===== config.mk =====
export PLATFORM = sky130hd
export DESIGN_NAME = sram_arbiter_flat
export DESIGN_NICKNAME = d
export VERILOG_FILES = /design/src/rtl/sram_arbiter_pkg.sv /design/src/rtl/sram_arbiter_if.sv /design/src/rtl/sram_arbiter_rr_pick2.sv /design/src/rtl/sram_arbiter.sv /design/src/flat_wrapper.sv
export SDC_FILE = /design/constraint.sdc
export NUM_CORES = 1
export LEC_CHECK = 0
export CAP_MARGIN = 20
export CORE_MARGIN = 2
export CORE_UTILIZATION = 35
export CTS_BUF_LIST = sky130_fd_sc_hd__clkbuf_4 sky130_fd_sc_hd__clkbuf_8
export DETAILED_ROUTE_END_ITERATION = 12
export GPL_ROUTABILITY_DRIVEN = 0
export PLACE_DENSITY = 0.71
export SYNTH_ARGS = -nofsm -noshare
export SYNTH_HDL_FRONTEND = slang
export SYNTH_SLANG_ARGS = --single-unit

===== constraint.sdc =====
create_clock -name clk -period 4.9 [get_ports clk]
set_input_delay 0.735 -clock clk [delete_from_list [all_inputs] [get_ports clk]]
set_output_delay 0.735 -clock clk [all_outputs]
set_load 0.01 [all_outputs]

===== src/rtl/sram_arbiter_pkg.sv =====
// Shared types and defaults for the two-client SRAM arbiter.
package sram_arb_pkg;

  localparam int NUM_CLIENTS = 2;
  localparam int AW_DEF      = 18;
  localparam int DW_DEF      = 16;

  typedef enum logic [1:0] {
    ST_IDLE  = 2'd0,
    ST_ISSUE = 2'd1,
    ST_WAIT  = 2'd2,
    ST_DONE  = 2'd3
  } state_e;

endpackage


===== src/rtl/sram_arbiter_if.sv =====
// Client handshakes plus the sram_ctrl command/return port, bundled for the arbiter.
interface sram_arbiter_if
  import sram_arb_pkg::*;
#(
  parameter int AW = AW_DEF,
  parameter int DW = DW_DEF
);

  logic          c0_req;
  logic          c0_rw;
  logic [AW-1:0] c0_addr;
  logic [DW-1:0] c0_wdata;
  logic          c0_ack;
  logic [DW-1:0] c0_rdata;

  logic          c1_req;
  logic          c1_rw;
  logic [AW-1:0] c1_addr;
  logic [DW-1:0] c1_wdata;
  logic          c1_ack;
  logic [DW-1:0] c1_rdata;

  logic          ram_mem;
  logic          ram_rw;
  logic [AW-1:0] ram_addr;
  logic [DW-1:0] ram_wdata;
  logic          ram_ready;
  logic [DW-1:0] ram_rdata;

  logic          busy;
  logic          gnt_id;

  // Arbiter side.
  modport slave (
    input  c0_req, c0_rw, c0_addr, c0_wdata,
    output c0_ack, c0_rdata,
    input  c1_req, c1_rw, c1_addr, c1_wdata,
    output c1_ack, c1_rdata,
    output ram_mem, ram_rw, ram_addr, ram_wdata,
    input  ram_ready, ram_rdata,
    output busy, gnt_id
  );

  // Clients plus sram_ctrl side.
  modport master (
    output c0_req, c0_rw, c0_addr, c0_wdata,
    input  c0_ack, c0_rdata,
    output c1_req, c1_rw, c1_addr, c1_wdata,
    input  c1_ack, c1_rdata,
    input  ram_mem, ram_rw, ram_addr, ram_wdata,
    output ram_ready, ram_rdata,
    input  busy, gnt_id
  );

endinterface


===== src/rtl/sram_arbiter_rr_pick2.sv =====
// Combinational two-way round-robin pick: on a conflict the client not served last wins.
module rr_pick2 (
  input  logic [1:0] req_i,
  input  logic       last_grant_i,
  output logic       valid_o,
  output logic       winner_o
);

  assign valid_o = |req_i;

  always_comb begin
    winner_o = 1'b0;
    case (req_i)
      2'b01:   winner_o = 1'b0;
      2'b10:   winner_o = 1'b1;
      2'b11:   winner_o = ~last_grant_i;
      default: winner_o = 1'b0;
    endcase
  end

endmodule


===== src/rtl/sram_arbiter.sv =====
// Two-client round-robin sequencer in front of sram_ctrl: latch one command,
// strobe mem once, wait for ready, return read data and ack to the winner only.
//
// state    | meaning
// ---------+------------------------------------------------------------
// ST_IDLE  | waiting for a request while sram_ctrl reports ready
// ST_ISSUE | ram_mem high for this single cycle with the latched command
// ST_WAIT  | waiting for sram_ctrl ready; read data captured on exit
// ST_DONE  | one-cycle ack to the granted client, round-robin pointer updated
module sram_arbiter
  import sram_arb_pkg::*;
#(
  parameter int AW = AW_DEF,
  parameter int DW = DW_DEF
) (
  input  logic           clk,
  input  logic           reset_n,
  sram_arbiter_if.slave  bus
);

  state_e                 state_q;
  logic                   last_grant_q;
  logic                   gnt_id_q;
  logic                   busy_q;
  logic                   ram_mem_q;
  logic                   ram_rw_q;
  logic [AW-1:0]          ram_addr_q;
  logic [DW-1:0]          ram_wdata_q;
  logic [NUM_CLIENTS-1:0] ack_q;
  logic [DW-1:0]          c0_rdata_q;
  logic [DW-1:0]          c1_rdata_q;

  logic                   pick_valid;
  logic                   pick_winner;
  logic                   cmd_rw_d;
  logic [AW-1:0]          cmd_addr_d;
  logic [DW-1:0]          cmd_wdata_d;

  rr_pick2 u_pick (
    .req_i        ({bus.c1_req, bus.c0_req}),
    .last_grant_i (last_grant_q),
    .valid_o      (pick_valid),
    .winner_o     (pick_winner)
  );

  always_comb begin
    cmd_rw_d    = bus.c0_rw;
    cmd_addr_d  = bus.c0_addr;
    cmd_wdata_d = bus.c0_wdata;
    if (pick_winner) begin
      cmd_rw_d    = bus.c1_rw;
      cmd_addr_d  = bus.c1_addr;
      cmd_wdata_d = bus.c1_wdata;
    end
  end

  // The ram_* command registers double as the latched command, so they stay
  // stable from ISSUE through DONE regardless of what the client does.
  always_ff @(posedge clk or negedge reset_n) begin
    if (!reset_n) begin
      state_q      <= ST_IDLE;
      last_grant_q <= 1'b1;
      gnt_id_q     <= 1'b0;
      busy_q       <= 1'b0;
      ram_mem_q    <= 1'b0;
      ram_rw_q     <= 1'b1;
      ram_addr_q   <= '0;
      ram_wdata_q  <= '0;
      ack_q        <= '0;
      c0_rdata_q   <= '0;
      c1_rdata_q   <= '0;
    end else begin
      ram_mem_q <= 1'b0;
      ack_q     <= '0;
      case (state_q)
        ST_IDLE: begin
          if (bus.ram_ready && pick_valid) begin
            gnt_id_q    <= pick_winner;
            ram_rw_q    <= cmd_rw_d;
            ram_addr_q  <= cmd_addr_d;
            ram_wdata_q <= cmd_wdata_d;
            ram_mem_q   <= 1'b1;
            busy_q      <= 1'b1;
            state_q     <= ST_ISSUE;
          end
        end
        ST_ISSUE: state_q <= ST_WAIT;
        ST_WAIT: begin
          if (bus.ram_ready) begin
            if (ram_rw_q) begin
              if (gnt_id_q) c1_rdata_q <= bus.ram_rdata;
              else          c0_rdata_q <= bus.ram_rdata;
            end
            ack_q[gnt_id_q] <= 1'b1;
            state_q         <= ST_DONE;
          end
        end
        ST_DONE: begin
          last_grant_q <= gnt_id_q;
          busy_q       <= 1'b0;
          state_q      <= ST_IDLE;
        end
        default: state_q <= ST_IDLE;
      endcase
    end
  end

  assign bus.ram_mem   = ram_mem_q;
  assign bus.ram_rw    = ram_rw_q;
  assign bus.ram_addr  = ram_addr_q;
  assign bus.ram_wdata = ram_wdata_q;
  assign bus.c0_ack    = ack_q[0];
  assign bus.c1_ack    = ack_q[1];
  assign bus.c0_rdata  = c0_rdata_q;
  assign bus.c1_rdata  = c1_rdata_q;
  assign bus.busy      = busy_q;
  assign bus.gnt_id    = gnt_id_q;

endmodule


===== src/flat_wrapper.sv =====
// flat-port wrapper written by rule: the top's interface ports become plain ports
module sram_arbiter_flat import sram_arb_pkg::*;
#(
  parameter int AW = AW_DEF,
  parameter int DW = DW_DEF
)
  (clk, reset_n, bus_c0_req, bus_c0_rw, bus_c0_addr, bus_c0_wdata, bus_c0_ack, bus_c0_rdata, bus_c1_req, bus_c1_rw, bus_c1_addr, bus_c1_wdata, bus_c1_ack, bus_c1_rdata, bus_ram_mem, bus_ram_rw, bus_ram_addr, bus_ram_wdata, bus_ram_ready, bus_ram_rdata, bus_busy, bus_gnt_id);
  sram_arbiter_if #(.AW(AW), .DW(DW)) bus_i ();
  input  logic clk;
  input  logic reset_n;
  input wire logic [$bits(bus_i.c0_req)-1:0] bus_c0_req;
  input wire logic [$bits(bus_i.c0_rw)-1:0] bus_c0_rw;
  input wire logic [$bits(bus_i.c0_addr)-1:0] bus_c0_addr;
  input wire logic [$bits(bus_i.c0_wdata)-1:0] bus_c0_wdata;
  output wire logic [$bits(bus_i.c0_ack)-1:0] bus_c0_ack;
  output wire logic [$bits(bus_i.c0_rdata)-1:0] bus_c0_rdata;
  input wire logic [$bits(bus_i.c1_req)-1:0] bus_c1_req;
  input wire logic [$bits(bus_i.c1_rw)-1:0] bus_c1_rw;
  input wire logic [$bits(bus_i.c1_addr)-1:0] bus_c1_addr;
  input wire logic [$bits(bus_i.c1_wdata)-1:0] bus_c1_wdata;
  output wire logic [$bits(bus_i.c1_ack)-1:0] bus_c1_ack;
  output wire logic [$bits(bus_i.c1_rdata)-1:0] bus_c1_rdata;
  output wire logic [$bits(bus_i.ram_mem)-1:0] bus_ram_mem;
  output wire logic [$bits(bus_i.ram_rw)-1:0] bus_ram_rw;
  output wire logic [$bits(bus_i.ram_addr)-1:0] bus_ram_addr;
  output wire logic [$bits(bus_i.ram_wdata)-1:0] bus_ram_wdata;
  input wire logic [$bits(bus_i.ram_ready)-1:0] bus_ram_ready;
  input wire logic [$bits(bus_i.ram_rdata)-1:0] bus_ram_rdata;
  output wire logic [$bits(bus_i.busy)-1:0] bus_busy;
  output wire logic [$bits(bus_i.gnt_id)-1:0] bus_gnt_id;
  assign bus_i.c0_req = bus_c0_req;
  assign bus_i.c0_rw = bus_c0_rw;
  assign bus_i.c0_addr = bus_c0_addr;
  assign bus_i.c0_wdata = bus_c0_wdata;
  assign bus_c0_ack = bus_i.c0_ack;
  assign bus_c0_rdata = bus_i.c0_rdata;
  assign bus_i.c1_req = bus_c1_req;
  assign bus_i.c1_rw = bus_c1_rw;
  assign bus_i.c1_addr = bus_c1_addr;
  assign bus_i.c1_wdata = bus_c1_wdata;
  assign bus_c1_ack = bus_i.c1_ack;
  assign bus_c1_rdata = bus_i.c1_rdata;
  assign bus_ram_mem = bus_i.ram_mem;
  assign bus_ram_rw = bus_i.ram_rw;
  assign bus_ram_addr = bus_i.ram_addr;
  assign bus_ram_wdata = bus_i.ram_wdata;
  assign bus_i.ram_ready = bus_ram_ready;
  assign bus_i.ram_rdata = bus_ram_rdata;
  assign bus_busy = bus_i.busy;
  assign bus_gnt_id = bus_i.gnt_id;
  sram_arbiter #(.AW(AW), .DW(DW)) u_core (.clk(clk), .reset_n(reset_n), .bus(bus_i));
endmodule

# Yosys cells after proc, flatten, opt, wreduce, memory -nomap -nowiden
# Index checks and enable logic that the tools add are counted.
[word_totals]
regBits = 75
inputBits = 91
wordCells = 47
[op_classes]
magnitude_cmp = 2
eq_ne = 7
n_mux = 15
n_bitwise = 2
n_reduce_logical = 10
[op_table]
columns = ["op", "n"]
rows = [
  ["18-bit 2-to-1 mux", 1],
  ["16-bit 2-to-1 mux", 1],
  ["2-bit == test (second input constant)", 4],
  ["2-bit 2-to-1 mux", 4],
  ["2-bit one-hot mux with 4 select lines", 1],
  ["4-bit AND reduction", 2],
  ["2-bit AND reduction", 3],
  ["1-bit 2-to-1 mux", 5],
  ["1-bit one-hot mux with 2 select lines", 2],
  ["2-bit by 1-bit == test with 1-bit output (second input constant)", 1],
  ["1-bit logical AND", 2],
  ["2-bit logical NOT", 1],
  ["1-bit by 2-bit < comparator with 1-bit output (second input constant)", 1],
  ["2-bit by 1-bit != test with 1-bit output (second input constant)", 1],
  ["2-bit != test (second input constant)", 1],
  ["1-bit inverter", 2],
  ["2-bit nonzero test", 1],
  ["2-bit OR reduction", 1],
  ["1-bit demux with 1-bit select", 1],
  ["1-bit >= comparator (second input constant)", 1],
]

# Logic depth before layout (Yosys ltp)
# Gate-level depths: netlist (run 1).
[logic_depth]
depth_word = 6
mapped_depth = 7

# Hierarchy
# A second synthesis (run 1) with hierarchy kept.
[hier_totals]
cells_unflattened = 254
hier_area_um2 = 3255.6
[by_module_without_submodules]
columns = ["module", "n_inst", "cells_per_inst", "area_each_um2"]
rows = [
  ["sram_arbiter", 1, 252, 3241.9],
  ["rr_pick2", 1, 2, 13.8],
]

# Worst setup path after synthesis (run 1)
# OpenSTA, ideal clock, no wires.
[synth_path]
kind = "input to register"
start = "input port bus_ram_ready"
end = "register u_core.c0_rdata_q[10] (netlist: u_core.bus.c0_rdata[10])"
setup_ns = 0.125
arrival_time_ns = 1.495
required_ns = 4.775
slack_ns = 3.279
path_stages = 4
path_buffers = 1
path_cell_list = "and3b_2 > nand2_4 > buf_12 > mux2_4"
[synth_between]
elab_chain_cells = 1
[synth_rtl]
columns = ["element", "line_no", "source"]
rows = [
  ["start: declaration", "flat_wrapper.sv:27", "input wire logic [$bits(bus_i.ram_ready)-1:0] bus_ram_ready;"],
  ["4-bit AND reduction (no line)", "-", ""],
  ["end signal: assignment", "sram_arbiter.sv:92", "else c0_rdata_q <= bus.ram_rdata;"],
  ["end: declaration", "sram_arbiter.sv:30", "logic [DW-1:0] c0_rdata_q;"],
]
# No other way between the ends.
# A chain may end at the register's enable or synchronous reset.

# Worst setup path after layout (run 1)
[layout_path]
start = "input port bus_c0_req"
end = "register u_core.busy_q (netlist: u_core.bus.busy)"
[layout_between]
elab_chain_cells = 4
[layout_rtl]
columns = ["element", "line_no", "source"]
rows = [
  ["start: declaration", "flat_wrapper.sv:11", "input wire logic [$bits(bus_i.c0_req)-1:0] bus_c0_req;"],
  ["2-bit OR reduction", "sram_arbiter_rr_pick2.sv:9", "assign valid_o = |req_i;"],
  ["1-bit logical AND", "sram_arbiter.sv:77", "if (bus.ram_ready && pick_valid) begin"],
  ["2-bit by 1-bit != test with 1-bit output (no line)", "-", ""],
  ["2-bit AND reduction (no line)", "-", ""],
  ["end signal: assignment", "sram_arbiter.sv:64", "busy_q <= 1'b0;"],
  ["end signal: assignment", "sram_arbiter.sv:83", "busy_q <= 1'b1;"],
  ["end signal: assignment", "sram_arbiter.sv:100", "busy_q <= 1'b0;"],
  ["end: declaration", "sram_arbiter.sv:24", "logic busy_q;"],
]
# No other way between the ends.

==> results of run 1 <==
-- kinds of logic after synthesis --
group | after synthesis | synth area share [%]
adders and majority gates | 4 | 1.54
buffers and inverters | 20 | 4.08
DFF | 75 | 57.8
AOI/OAI and AO/OA | 43 | 8.89
and+or+nand+nor | 112 | 13.9
muxes | 35 | 13.9
-- per-stage QoR --
stage | hold slack [ns] | cells
global placement | 0.487 | 546
floorplan | 0.439 | 289
detailed placement | 0.492 | 546
CTS | 0.513 | 562
global route | 0.517 | 562
finish | 0.507 | 562
-- synthesized netlist by cell type, drive strengths merged --
cell	n	share of area, %
nand3	1	0.15
a211oi	1	0.23
dfstp	2	1.6
ha	4	1.5
o211a	1	0.31
o32ai	1	0.27
a21bo	1	0.31
a31oi	35	6.7
a21boi	1	0.58
and3	1	0.35
dfrtp	73	56
inv	3	0.35
mux2	35	14
nor2	37	4.3
nand2	72	8.8
buf	17	3.7
a21oi	1	0.15
and3b	1	0.31
o21ai	2	0.31
-- state kept, by name (all words and copies together), names as in the netlist --
register	cells
u_core.last_grant_q	1
u_core.state_q	2
u_core.bus.ram_addr	18
u_core.bus.busy	1
u_core.bus.ram_wdata	16
u_core.bus.c0_rdata	16
u_core.ack_q	2
u_core.bus.gnt_id	1
u_core.bus.ram_rw	1
u_core.bus.ram_mem	1
u_core.bus.c1_rdata	16
-- power by group --
part / internal [mW] / leakage [nW] / switching, mW / total (mW)
Clock: 0.255 / 0.108 / 0.242 / 0.497
Combinational: 0.840 / 1.23 / 0.549 / 1.39
Sequential: 0.928 / 0.880 / 0.177 / 1.11
Total: 2.02 / 2.22 / 0.968 / 2.99
-- per-layer routing --
metal	part of all wire [%]	GRT usage, %	wire [um]	up-vias
met5	0	0	0	-
met4	1.4	6.01	122	0
met3	10	6.20	866	11
met2	45	28.3	3810	127
met1	44	21.4	3750	1258
li1	-	-	-	1292
-- path summary, 6_finish.rpt --
| check | from | end | depth (start not counted) |
|---|---|---|---|
| max reg2reg | u_core.state_q[0]$_DFFE_PN0P_ | u_core.bus.busy$_DFFE_PN0P_ | 6 |
| max in group asynchronous | reset_n | u_core.bus.ram_addr[9]$_DFFE_PN0P_ | 1 |
| max | bus_c0_req | u_core.bus.busy$_DFFE_PN0P_ | 5 |
| min in group asynchronous | reset_n | u_core.bus.c0_rdata[10]$_DFFE_PN0P_ | 1 |
| min reg2reg | u_core.bus.c0_rdata[3]$_DFFE_PN0P_ | u_core.bus.c0_rdata[3]$_DFFE_PN0P_ | 1 |
| min | u_core.bus.c0_rdata[3]$_DFFE_PN0P_ | u_core.bus.c0_rdata[3]$_DFFE_PN0P_ | 1 |
-- worst max-delay path: cells and delay by family --
| kind | cells | cell delay (ns) |
|---|---|---|
| simple gates | 1 | 0.06 |
| compound gates | 2 | 0.84 |
| buf+inv | 2 | 1.04 |
-- area by class of cell --
| type | instances | area share, % |
|---|---|---|
| multi-input cells | 194 | 24.3 |
| inverters | 3 | 0.221 |
| clock inverters | 6 | 1.37 |
| clock buffers | 10 | 2.70 |
| well taps | 111 | 2.72 |
| flip-flops and latches | 75 | 36.8 |
| repair buffers | 163 | 31.9 |
==> flow_metrics.tcl, run 1 <==
set metrics [dict create \
    critPathLaunchType "input pin" \
    grt_pass1_vias 2752 \
    core_area_um2 9110 \
    tightest_slew_ns 0.959 \
    syn_inst 289 \
    numCtsBuffers 9 \
    postPlaceCellArea_um2 4900 \
    slew_headroom_pct 35.9 \
    final_area_um2 5100 \
    drive_gt1_share_pct 13.7 \
    rsz0062_at_grt "no" \
    antenna_found_initial 0 \
    mostFrequentLayoutCell "clkdlybuf4s50_1" \
    clkLatencyLatePin_ns 0.34 \
    clock.fmax_mhz 409 \
    finalCritPeriodShare_pct 49.9 \
    slowest_delay_ns 0.66 \
    r2r_slack_ns 2.70 \
    layout.nets 541 \
    power.total_mw 2.99 \
    netlist_area_um2 3250 \
    fin_worst_skew_ns 0.00724 \
    finalHoldViolCount 0 \
    ys_ff_latch 75 \
    wl_um 8550 \
    fin_tns_setup_ns 0 \
    crit_type "input pin to flip-flop" \
    irDropWorstVdd_mv 0.189 \
    yosysWarnings 0 \
    nFillCells 801 \
    slowest_stage "o211a_2" \
    post_synth_num_cell_types 24 \
    clockRootBuffer "clkbuf_8" \
    cp_max_fo 38 \
    setup_violations 0 \
    first_pass_iters 4 \
    first_iter_violations 76 \
    cp.required_ns 5.16 \
    fp.dieH_um 100 \
    diodes 0 \
    p_leak_nw 2.22 \
    ctsHoldBuffers 0 \
    portBuffers 162 \
    grt_pass1_wl_um 13600 \
    final_cell_mix "161 x clkdlybuf4s50_1, 73 x dfrtp_1, 70 x nand2_1" \
    fin_ws_ns 2.45 \
    cts_resized 0 \
    route.detailed.drc 0 \
    drv_slew 0 \
    regArea_um2 1880 \
    final_core_util_pct 56.0 \
    cts_setup_buffers 0 \
    syn_nets 384 \
    postRouteAntennaNets 0 \
    status "finished, final reports clean" \
    placementRows 35 \
    synth.avg_cell_area_um2 11.3 \
    arrival_ns 2.70 \
    finalCriticalPeriod_ns 2.45 \
    grt_use_total_pct 17.4 \
    wl_per_cell_um 15.2 \
    place_ws_ns 2.05 \
    viasPerCell 4.78 \
    ys_seq_area_share_pct 57.8 \
    start_util_pct 35.7 \
    vias 2688 \
    clk_pin_slew_ns 0.08 \
    cp-end-kind "flip-flop" \
    drv_cap 0 \
    cp_cell_sequence "clkdlybuf4s50_1, o211a_2, buf_4, nor2_1, o21ai_0" \
    multi_input_area_um2 1240 \
    cts_buffer_depth 2 \
    numClockSinks 75 \
    hp-class "flip-flop to flip-flop" \
    die_width_um 100 \
    grt_max_degree 76 \
    dieArea_um2 10100 \
    cts_tree "built" \
    overflow 0 \
    dp_hpwl_um 6210 \
    power.density_nw_per_um2 586 \
    h-tree-depth 3 \
    area_delta_synth_final_pct 56.9 \
    io_pins 163 \
]
No activity file was read; power rests on OpenSTA's default activity.
==> inputs of run 2 (changes only) <==
Settings changed: PLACE_DENSITY 0.71 to 0.74.
Clock period 4.9 ns to 2 ns, I/O delays scaled along.
==> run 2 against run 1 <==
Core utilization grew 0.49 points; combinational power is 150% higher; largest power group unchanged; sequential cell count stayed put; global-route usage is 0.67 points higher; routed wire length up 2.2%; highest routed layer unchanged; setup slack lost 2.3 ns.
==> flow_metrics.tcl, run 2 (synthesis results as in run 1) <==
set metrics [dict create \
    power.internal_mw 4.86 \
    mostFrequentLayoutCell "clkdlybuf4s50_1" \
    tightest_slew_ns 0.463 \
    viasPerCell 4.84 \
    finalCriticalPeriod_ns 1.82 \
    swShare_pct 32.6 \
    dp.cells 552 \
    arrival_ns 1.52 \
    cts_tree "built" \
    cp_top_family "flip-flops" \
    fp.dieH_um 100 \
    setup_violations 0 \
    die_width_um 100 \
    drv_slew 0 \
    irDropWorstVdd_mv 0.534 \
    start_util_pct 35.7 \
    drv_cap 0 \
    wl_per_cell_um 15.4 \
    wl_um 8740 \
    final_core_util_pct 56.5 \
    rsz0062_at_grt "no" \
    path_buf_inv 1 \
    p_leak_nw 2.24 \
    r2r_slack_ns 0.33 \
    slowest_stage "dfstp_2" \
    p_sw_mw 2.35 \
    final_area_um2 5150 \
    placementRows 35 \
    postPlaceCellArea_um2 4970 \
    portBuffers 162 \
    critPathLaunchType "flip-flop" \
    final_cell_mix "161 x clkdlybuf4s50_1, 73 x dfrtp_1, 70 x nand2_1" \
    fin_tns_setup_ns 0 \
    postRouteAntennaNets 0 \
    area_delta_synth_final_pct 58.3 \
    antenna_found_initial 0 \
    nFillCells 819 \
    route.detailed.drc 0 \
    fin_worst_skew_ns 0.00839 \
    combPwrFrac_pct 48.1 \
    cts_buffer_depth 2 \
    diodes 0 \
    p_clk_share_pct 14.3 \
    vias 2748 \
    cp.required_ns 1.70 \
    grt_use_total_pct 18.0 \
    stdcell_count 568 \
    h-tree-depth 3 \
    clock.fmax_mhz 549 \
    grt_max_degree 53 \
    cp_cell_sequence "clkdlybuf4s50_1" \
    grt_pass1_wl_um 14100 \
    first_pass_iters 4 \
    power.density_nw_per_um2 1400 \
    clkLatencyLatePin_ns 0.34 \
    dieArea_um2 10100 \
    numClockSinks 75 \
    first_iter_violations 51 \
    io_pins 163 \
    status "finished, final reports clean" \
    overflow 0 \
    numCtsBuffers 9 \
    hp-class "input pin to asynchronous set/reset pin" \
    core_area_um2 9110 \
    dp_hpwl_um 6660 \
    p_seq_share_pct 37.6 \
    clk_pin_slew_ns 0.08 \
    crit_type "flip-flop to output pin" \
    layout.nets 548 \
    slew_headroom_pct 69.2 \
    finalHoldViolCount 0 \
    clockRootBuffer "clkbuf_8" \
    largest_reg_flops 18 \
    grt_pass1_vias 2842 \
    slowest_delay_ns 0.61 \
    cp_max_fo 4 \
    finalCritPeriodShare_pct 91.1 \
    drive_gt1_share_pct 14.7 \
    cp-end-kind "output pin" \
]
==> run 2: through the flow <==
| step | power, mW | setup WS, ns | hold slack (ns) |
|---|---|---|---|
| 6_report | 7.21 | 0.178 | 0.458 |
| 5_1_grt | 7.74 | 0.140 | 0.496 |
| 4_1_cts | 7.32 | 0.151 | 0.459 |
| 3_5_place_dp | 6.26 | 0.182 | 0.291 |
| 3_3_place_gp | 6.14 | 0.224 | 0.280 |
| 2_1_floorplan | 4.29 | 0.466 | 0.00441 |
==> run 2: cell type report <==
class / instances / area, um^2 / area share, %
clock inverters: 4 / 27.5 / 0.535
clock buffers: 11 / 145 / 2.82
well taps: 111 / 139 / 2.70
repair buffers: 170 / 1710 / 33.1
inverters: 3 / 11.3 / 0.219
flip-flops and latches: 75 / 1880 / 36.5
multi-input cells: 194 / 1240 / 24.1
==> run 2: path summary, 6_finish.rpt <==
check | to | cells after the start | from
min in group clk | u_core.bus.c1_rdata[8]$_DFFE_PN0P_ | 1 | u_core.bus.c1_rdata[8]$_DFFE_PN0P_
setup reg to reg | u_core.state_q[1]$_DFFE_PN0P_ | 5 | u_core.state_q[0]$_DFFE_PN0P_
max in group asynchronous | u_core.bus.ram_rw$_DFFE_PN1P_ | 3 | reset_n
hold / removal | u_core.bus.c0_rdata[13]$_DFFE_PN0P_ | 2 | reset_n
hold reg to reg | u_core.bus.c1_rdata[8]$_DFFE_PN0P_ | 1 | u_core.bus.c1_rdata[8]$_DFFE_PN0P_
setup / recovery | bus_ram_rw | 1 | u_core.bus.ram_rw$_DFFE_PN1P_
==> run 2: per-layer routing <==
metal  share of wire, %  GRT usage (%)  vias to the layer above
met5                  0              0                        -
met4                1.0           5.69                        0
met3                8.7           4.94                        8
met2                 48           30.8                      125
met1                 42           22.2                     1308
li1                   -              -                     1307
==> run 2: power groups by stage <==
| stage | clock (mW) | combinational (mW) | sequential (mW) |
|---|---|---|---|
| after detailed placement | 0 | 3.51 | 2.75 |
| after floorplan | 0 | 1.27 | 3.03 |
| after global routing | 1.15 | 3.77 | 2.82 |
| after global placement | 0 | 3.44 | 2.71 |
| after CTS | 1.08 | 3.52 | 2.72 |
| final | 1.03 | 3.47 | 2.71 |
==> run 2: timing repair <==
item,in CTS,in global routing
setup buffers,0,0
hold buffers,1,0
gates resized for setup,0,0
endpoints found under the hold margin,33,0
==> inputs of run 3 (changes only) <==
==> constraint.sdc (replaced) <==
create_clock -name clk -period 2 [get_ports clk]
set_input_delay 0.3 -clock clk [delete_from_list [all_inputs] [get_ports clk]]
set_output_delay 0.3 -clock clk [all_outputs]
set_load 0.05 [all_outputs]
==> run 3 against run 2 <==
Combinational power increased by 62%; hold slack gained 0.00060 ns; largest power group unchanged; setup slack lost 0.050 ns; clock-buffer cell count stayed put.
==> flow_metrics.tcl, run 3 (synthesis results as in run 1) <==
set metrics [dict create \
    arrival_ns 1.57 \
    finalCriticalPeriod_ns 1.87 \
    finalHoldViolCount 0 \
    h-tree-depth 3 \
    layout.nets 548 \
    drive_gt1_share_pct 15.5 \
    power.density_nw_per_um2 1840 \
    stdcell_count 569 \
    first_iter_violations 44 \
    critPathLaunchType "flip-flop" \
    cts_resized 0 \
    tightest_slew_ns 0.533 \
    wl_per_cell_um 15.2 \
    cp_cell_sequence "clkdlybuf4s50_1" \
    grt_pass1_wl_um 13900 \
    largest_reg_flops 18 \
    clockRootBuffer "clkbuf_8" \
    cp_top_family "buffers and inverters" \
    status "finished, final reports clean" \
    path_buf_inv 1 \
    cp-end-kind "output pin" \
    cts_tree "built" \
    clkLatencyLatePin_ns 0.34 \
    postPlaceCellArea_um2 4960 \
    multi_input_area_um2 1240 \
    dp.cells 552 \
    vias 2732 \
    grt_use_total_pct 17.9 \
    slowest_delay_ns 0.82 \
    area_delta_synth_final_pct 59.3 \
    start_util_pct 35.7 \
    placementRows 35 \
    grt_max_degree 53 \
    grt.busiest_layer "met2" \
    fin_worst_skew_ns 0.00669 \
    p_leak_nw 2.26 \
    numClockSinks 75 \
    route.detailed.drc 0 \
    cp.required_ns 1.70 \
    overflow 0 \
    clk_pin_slew_ns 0.08 \
    grt_util_met3_pct 5.99 \
    cts_buffer_depth 2 \
    first_pass_iters 4 \
    power.total_mw 9.55 \
    slowest_stage "clkdlybuf4s50_1" \
    regArea_um2 1880 \
    hp-class "input pin to asynchronous set/reset pin" \
    final_cell_mix "158 x clkdlybuf4s50_1, 73 x dfrtp_1, 70 x nand2_1" \
    slew_headroom_pct 64.4 \
    viasPerCell 4.80 \
    postRouteAntennaNets 0 \
    mostFrequentLayoutCell "clkdlybuf4s50_1" \
    crit_type "flip-flop to output pin" \
    fp.dieH_um 100 \
    rsz0062_at_grt "no" \
    portBuffers 162 \
    cp_max_fo 5 \
    drv_slew 0 \
    cts_setup_buffers 0 \
    core_area_um2 9110 \
    irDropWorstVdd_mv 0.647 \
    dp_hpwl_um 6500 \
    drv_cap 0 \
    use_met2_pct 29.1 \
    io_pins 163 \
    numCtsBuffers 9 \
    wl_um 8650 \
    clock.fmax_mhz 534 \
    fin_tns_setup_ns 0 \
    antenna_found_initial 0 \
    final_area_um2 5180 \
    grt_pass1_vias 2800 \
    setup_violations 0 \
    dieArea_um2 10100 \
    die_width_um 100 \
    finalCritPeriodShare_pct 93.6 \
    use_met1_pct 21.8 \
    nFillCells 796 \
    diodes 0 \
]
==> run 3: final cells by class <==
type | count | area share, %
inverters | 3 | 0.217
well taps | 111 | 2.68
repair buffers | 170 | 32.8
clock buffers | 11 | 2.92
clock inverters | 5 | 1.16
flip-flops and latches | 75 | 36.3
multi-input cells | 194 | 23.9
==> run 3: what timing repair did <==
action                                 4_1_cts  5_1_grt
hold buffers                                 1        0
setup endpoints to repair                    0        0
endpoints found under the hold margin       35        0
==> run 3: worst paths after layout <==
check / from / endpoint / slack, ns / cells past startpoint
min: reset_n / u_core.bus.c0_rdata[4]$_DFFE_PN0P_ / 0.46 / 2
min reg2reg: u_core.bus.c0_rdata[3]$_DFFE_PN0P_ / u_core.bus.c0_rdata[3]$_DFFE_PN0P_ / 0.51 / 1
min in group clk: u_core.bus.c0_rdata[3]$_DFFE_PN0P_ / u_core.bus.c0_rdata[3]$_DFFE_PN0P_ / 0.51 / 1
max reg2reg: u_core.state_q[0]$_DFFE_PN0P_ / u_core.state_q[1]$_DFFE_PN0P_ / 0.33 / 5
max in group asynchronous: reset_n / u_core.bus.ram_rw$_DFFE_PN1P_ / 0.88 / 3
max: u_core.bus.gnt_id$_DFFE_PN0P_ / bus_gnt_id / 0.13 / 1
==> run 3: power by group <==
part | internal [mW] | switching, mW | leakage, nW
Clock | 0.649 | 0.557 | 0.106
Sequential | 2.27 | 0.436 | 0.880
Combinational | 2.08 | 3.56 | 1.27
==> run 3: per-stage QoR <==
stage | hold slack, ns | utilization (%) | setup slack [ns]
after CTS | 0.462 | 56.9 | 0.0859
after floorplan | 0.00441 | - | 0.404
after global routing | 0.488 | 56.9 | 0.0521
after global placement | 0.291 | 54.4 | 0.216
after detailed placement | 0.301 | 54.4 | 0.196
final | 0.459 | 56.9 | 0.128
==> run 3: layer usage <==
layer,up-vias,wire (um)
li1,1307,-
met1,1284,3660
met2,127,4030
met3,14,823
met4,0,135
met5,-,0
